<file path="config.mk">
export PLATFORM = sky130hd
export DESIGN_NAME = tile_rom_arbiter
export DESIGN_NICKNAME = d
export VERILOG_FILES = /design/src/rtl/tile_rom_arbiter.sv
export SDC_FILE = /design/constraint.sdc
export NUM_CORES = 1
export LEC_CHECK = 0
export CAP_MARGIN = 15
export CORE_MARGIN = 2
export CORE_UTILIZATION = 39
export CTS_BUF_LIST = sky130_fd_sc_hd__clkbuf_8
export CTS_CLUSTER_DIAMETER = 100
export CTS_CLUSTER_SIZE = 14
export DETAILED_ROUTE_END_ITERATION = 10
export MAX_ROUTING_LAYER = met4
export PLACE_DENSITY = 0.78
export SLEW_MARGIN = 30
export SYNTH_ARGS = -nofsm -noshare
export SYNTH_HDL_FRONTEND = slang
export SYNTH_SLANG_ARGS = --single-unit
</file>
<file path="constraint.sdc">
create_clock -name Clk -period 1.2 [get_ports Clk]
set_input_delay 0.12 -clock Clk [delete_from_list [all_inputs] [get_ports Clk]]
set_output_delay 0.12 -clock Clk [all_outputs]
set_load 0.005 [all_outputs]
</file>
<file path="src/rtl/tile_rom_arbiter.sv">
// Round-robin arbiter sharing one synchronous tile/sprite ROM between two viewport fetchers.
// Optional MEM_ARB_STATS_EN adds contention and starvation statistics outputs.
module tile_rom_arbiter #(
    parameter int unsigned AW = 13,
    parameter int unsigned DW = 24
) (
    input  logic          Clk,
    input  logic          Reset_n,
    input  logic          frame_start,
    input  logic          req0,
    input  logic          req1,
    input  logic [AW-1:0] addr0,
    input  logic [AW-1:0] addr1,
    output logic          gnt0,
    output logic          gnt1,
    output logic          vld0,
    output logic          vld1,
    output logic [DW-1:0] rdata0,
    output logic [DW-1:0] rdata1,
    output logic          mem_rd,
    output logic [AW-1:0] mem_addr,
    input  logic [DW-1:0] mem_rdata
`ifdef MEM_ARB_STATS_EN
    ,
    output logic [15:0]   conflict_cnt,
    output logic [7:0]    starve_max
`endif
);

    logic          contention;
    logic          last_q, last_d;
    logic          mem_rd_q;
    logic [AW-1:0] mem_addr_q;
    logic          tag1_vld_q, tag1_id_q;
    logic          tag2_vld_q, tag2_id_q;
    logic          vld0_q, vld1_q;
    logic [DW-1:0] rdata0_q, rdata1_q;

    // last_q names the requester that won the previous contention; the other one wins next.
    always_comb begin
        contention = req0 & req1;
        gnt0       = req0 & (~req1 | last_q);
        gnt1       = req1 & (~req0 | ~last_q);
        last_d     = last_q;
        if (frame_start) begin
            last_d = 1'b1;
        end else if (contention) begin
            last_d = ~last_q;
        end
    end

    always_ff @(posedge Clk or negedge Reset_n) begin
        if (!Reset_n) begin
            last_q     <= 1'b1;
            mem_rd_q   <= 1'b0;
            mem_addr_q <= '0;
            tag1_vld_q <= 1'b0;
            tag1_id_q  <= 1'b0;
            tag2_vld_q <= 1'b0;
            tag2_id_q  <= 1'b0;
            vld0_q     <= 1'b0;
            vld1_q     <= 1'b0;
            rdata0_q   <= '0;
            rdata1_q   <= '0;
        end else begin
            last_q     <= last_d;
            mem_rd_q   <= gnt0 | gnt1;
            if (gnt0) begin
                mem_addr_q <= addr0;
            end else if (gnt1) begin
                mem_addr_q <= addr1;
            end
            tag1_vld_q <= gnt0 | gnt1;
            tag1_id_q  <= gnt1;
            // Stage 2 tag travels alongside the ROM access cycle.
            tag2_vld_q <= tag1_vld_q;
            tag2_id_q  <= tag1_id_q;
            vld0_q     <= tag2_vld_q & ~tag2_id_q;
            vld1_q     <= tag2_vld_q & tag2_id_q;
            if (tag2_vld_q && !tag2_id_q) begin
                rdata0_q <= mem_rdata;
            end
            if (tag2_vld_q && tag2_id_q) begin
                rdata1_q <= mem_rdata;
            end
        end
    end

    assign mem_rd   = mem_rd_q;
    assign mem_addr = mem_addr_q;
    assign vld0     = vld0_q;
    assign vld1     = vld1_q;
    assign rdata0   = rdata0_q;
    assign rdata1   = rdata1_q;

`ifdef MEM_ARB_STATS_EN
    logic [15:0] conflict_q, conflict_d;
    logic [7:0]  wait0_q, wait0_d, wait1_q, wait1_d;
    logic [7:0]  starve_q, starve_d;

    always_comb begin
        conflict_d = conflict_q;
        if (contention && conflict_q != 16'hFFFF) begin
            conflict_d = conflict_q + 16'd1;
        end
        wait0_d = '0;
        if (req0 && !gnt0) begin
            wait0_d = (wait0_q == 8'hFF) ? 8'hFF : wait0_q + 8'd1;
        end
        wait1_d = '0;
        if (req1 && !gnt1) begin
            wait1_d = (wait1_q == 8'hFF) ? 8'hFF : wait1_q + 8'd1;
        end
        starve_d = starve_q;
        if (wait0_d > starve_d) begin
            starve_d = wait0_d;
        end
        if (wait1_d > starve_d) begin
            starve_d = wait1_d;
        end
        // A frame boundary restarts every statistic, even if this cycle is contended.
        if (frame_start) begin
            conflict_d = '0;
            wait0_d    = '0;
            wait1_d    = '0;
            starve_d   = '0;
        end
    end

    always_ff @(posedge Clk or negedge Reset_n) begin
        if (!Reset_n) begin
            conflict_q <= '0;
            wait0_q    <= '0;
            wait1_q    <= '0;
            starve_q   <= '0;
        end else begin
            conflict_q <= conflict_d;
            wait0_q    <= wait0_d;
            wait1_q    <= wait1_d;
            starve_q   <= starve_d;
        end
    end

    assign conflict_cnt = conflict_q;
    assign starve_max   = starve_q;
`endif

endmodule

</file>
==> out/metrics.cfg <==
[setup_path]
crit_family = flip-flops
crit_arrival_ns = 1.25
critPathBufInv = 3
path_class = reg2out
critical_path.max_fanout = 2
end_kind = output pin
critPathMaxStageDelay_ns = 0.56
required_ns = 1.08
startpoint_type = flip-flop
crit_chain = buf_6 > inv_2 > a21boi_2 > buf_2
cpMaxStageDelayCell = dfstp_2

[drt]
ant_nets = 0
firstDrtPassIters = 6
routed-via-count = 2184
post_drt_via_cell_ratio = 4.85
wl_per_cell_um = 16.5
drc_errors = 0
wl_um = 7430
dr.first_iter.drc_count = 48

[synthesis]
synthCells = 192
postSynthAreaPerCell_um2 = 14.8
synth_ff_type = dfrtp_1
ys_seq_area_share_pct = 60.1
synth-seq-cells = 68
syn_area_um2 = 2830
yosysWarnings = 0
synth_edf_count = 0
async_flop_share_pct = 100
synth_nets = 247
synth_cell_types = 21

[place]
io_buffers = 120
gp_congestion = 0.689
place_hpwl_um = 4550
dp_slack_ns = -0.287

[power_and_ir_drop]
pwr-share-clk_pct = 29.6
p_sw_share_pct = 25.5
p_int_mw = 4.76
p_seq_share_pct = 43.9
p_per_area_nw_per_um2 = 1340
p_total_mw = 6.38
p_sw_mw = 1.63
comb_power_share_pct = 26.6
max-vdd-ir-drop_mv = 0.656
p_leak_nw = 2.33

[layout]
layout_commonest_cell = dfrtp_1
syn2layout_area_growth_pct = 68.7
final_layout_size_suffix_gt1_share_pct = 33.0
layout_common_cells = 67 x dfrtp_1, 64 x dlygate4sd2_1, 53 x clkdlybuf4s50_1
final_nets = 401
n_fill_cell = 544
diodes = 0
fin_util_pct = 67.0

[timing]
rsz0062_at_grt = true
worstMarginPinSlew_ns = 0.474
setup-tns-final_ns = -2.10
period_needed_ns = 1.37
layout_setup_ws_ns = -0.171
finalMaxSlewViolations = 0
maxSlewHeadroom_pct = 68.4
maxClockFrequency_mhz = 729
hold_ws_ns = 0.352
final_hold_viol_count = 0
finClkSkew_ns = 0.00751
period_share_pct = 114
setup_viol = 51

[job]
drv_cap = 0

[run_status]
violations = setup timing
status = finished with violations

[cts]
cts_tree = built
clock_latency_ns = 0.34
htree_levels = 3
root_buffer = clkbuf_8
cts.sinks = 68
cts_made_buffers = 9
clk_pin_slew_ns = 0.07
clockBufferDepth = 2

[global_routing]
first_global_vias = 2236
grt_max_degree = 39
antenna_found_initial = 0
gr-total-overflow = 0
grt_pass1_wl_um = 10800
track_usage_pct = 18.6

[floorplanning]
fp.dieW_um = 89.2
dieArea_um2 = 7960
rows = 31
coreArea_um2 = 7140
dieHeight_um = 89.2
initial_utilization_pct = 39.7
ios = 121

[hold_path]
hp-class = in2reg

## cell families after synthesis
kind of cell | count (synthesis) | share of synthesized area, %
AOI/OAI and AO/OA | 29 | 5.87
muxes | 61 | 26.2
and+or+nand+nor | 19 | 4.37
buffers and inverters | 15 | 3.44
DFF | 68 | 60.1
## power by group through the flow
stage	sequential [mW]	combinational, mW	clock, mW
final	2.80	1.70	1.89
after global routing	2.84	1.83	2.03
after CTS	2.78	1.57	1.93
after detailed placement	2.83	1.59	0
after global placement	2.83	1.56	0
after floorplan	2.85	0.533	0
## worst paths after layout
check | startpoint | endpoint | slack (ns) | cells past startpoint
min in group asynchronous | Reset_n | rdata0[1] | 0.37 | 3
worst min-delay path | frame_start | last_q | 0.35 | 2
worst min register to register | tag1_id_q | tag2_id_q | 0.37 | 0
worst max-delay path | last_q | gnt0 | -0.17 | 4
worst max register to register | tag2_id_q | rdata0[12] | -0.08 | 4
max in group asynchronous | Reset_n | vld1 | 0.46 | 3
## sequential cells by signal, summed over array words and instances, names as in the netlist
signal,flops
tag2_vld_q,1
tag1_id_q,1
mem_addr,13
rdata0,24
tag2_id_q,1
vld0,1
vld1,1
tag1_vld_q,1
last_q,1
rdata1,24
## synth_stat cells (2+ instances only)
master / number / share of area (%)
o21ai_0: 13 / 2.3
a31oi_1: 13 / 2.9
and3_1: 14 / 3.1
mux2_2: 29 / 12
dfrtp_1: 67 / 59
inv_1: 2 / 0.27
buf_2: 3 / 0.53
clkbuf_1: 4 / 0.53
mux2_4: 19 / 10
buf_6: 5 / 2.0
mux2i_1: 13 / 4.6
## stage by stage
stage | instance area, um2 | instances
3_3_place_gp | 4210 | 412
5_1_grt | 4780 | 450
2_1_floorplan | 2840 | 192
3_5_place_dp | 4210 | 412
6_report | 4780 | 450
4_1_cts | 4600 | 448
## metal layers
layer	GRT usage, %	up-vias	part of all wire (%)
li1	-	1006	-
met4	8.41	0	1.4
met1	23.0	1060	44
met3	4.71	11	7.9
met5	-	-	0
met2	28.8	107	46
## final cells by class
type / count / area [um2] / share of cell area (%)
Sequential cell: 68 / 1700 / 35.6
Multi-Input combinational cell: 109 / 1200 / 25.2
Inverter: 2 / 7.51 / 0.157
Tap cell: 99 / 124 / 2.59
Clock buffer: 10 / 138 / 2.88
Clock inverter: 6 / 63.8 / 1.34
Timing Repair Buffer: 156 / 1540 / 32.2
## worst register-to-register path: stages (launching register included)
cell	delay [ns]
dfrtp_1	0.42
nor2b_4	0.16
buf_12	0.14
buf_12	0.14
mux2_4	0.30
## timing repair
item                                    4_1_cts  5_1_grt
endpoints found under the hold margin        67        0
gates cloned                                  2        3
pin swaps                                     1        1
buffers inserted                             18        3
hold buffers                                  1        0
endpoints found under the setup margin       97       64
gates resized for setup                     110       37
Note: power is estimated with default switching activity, not from simulation.
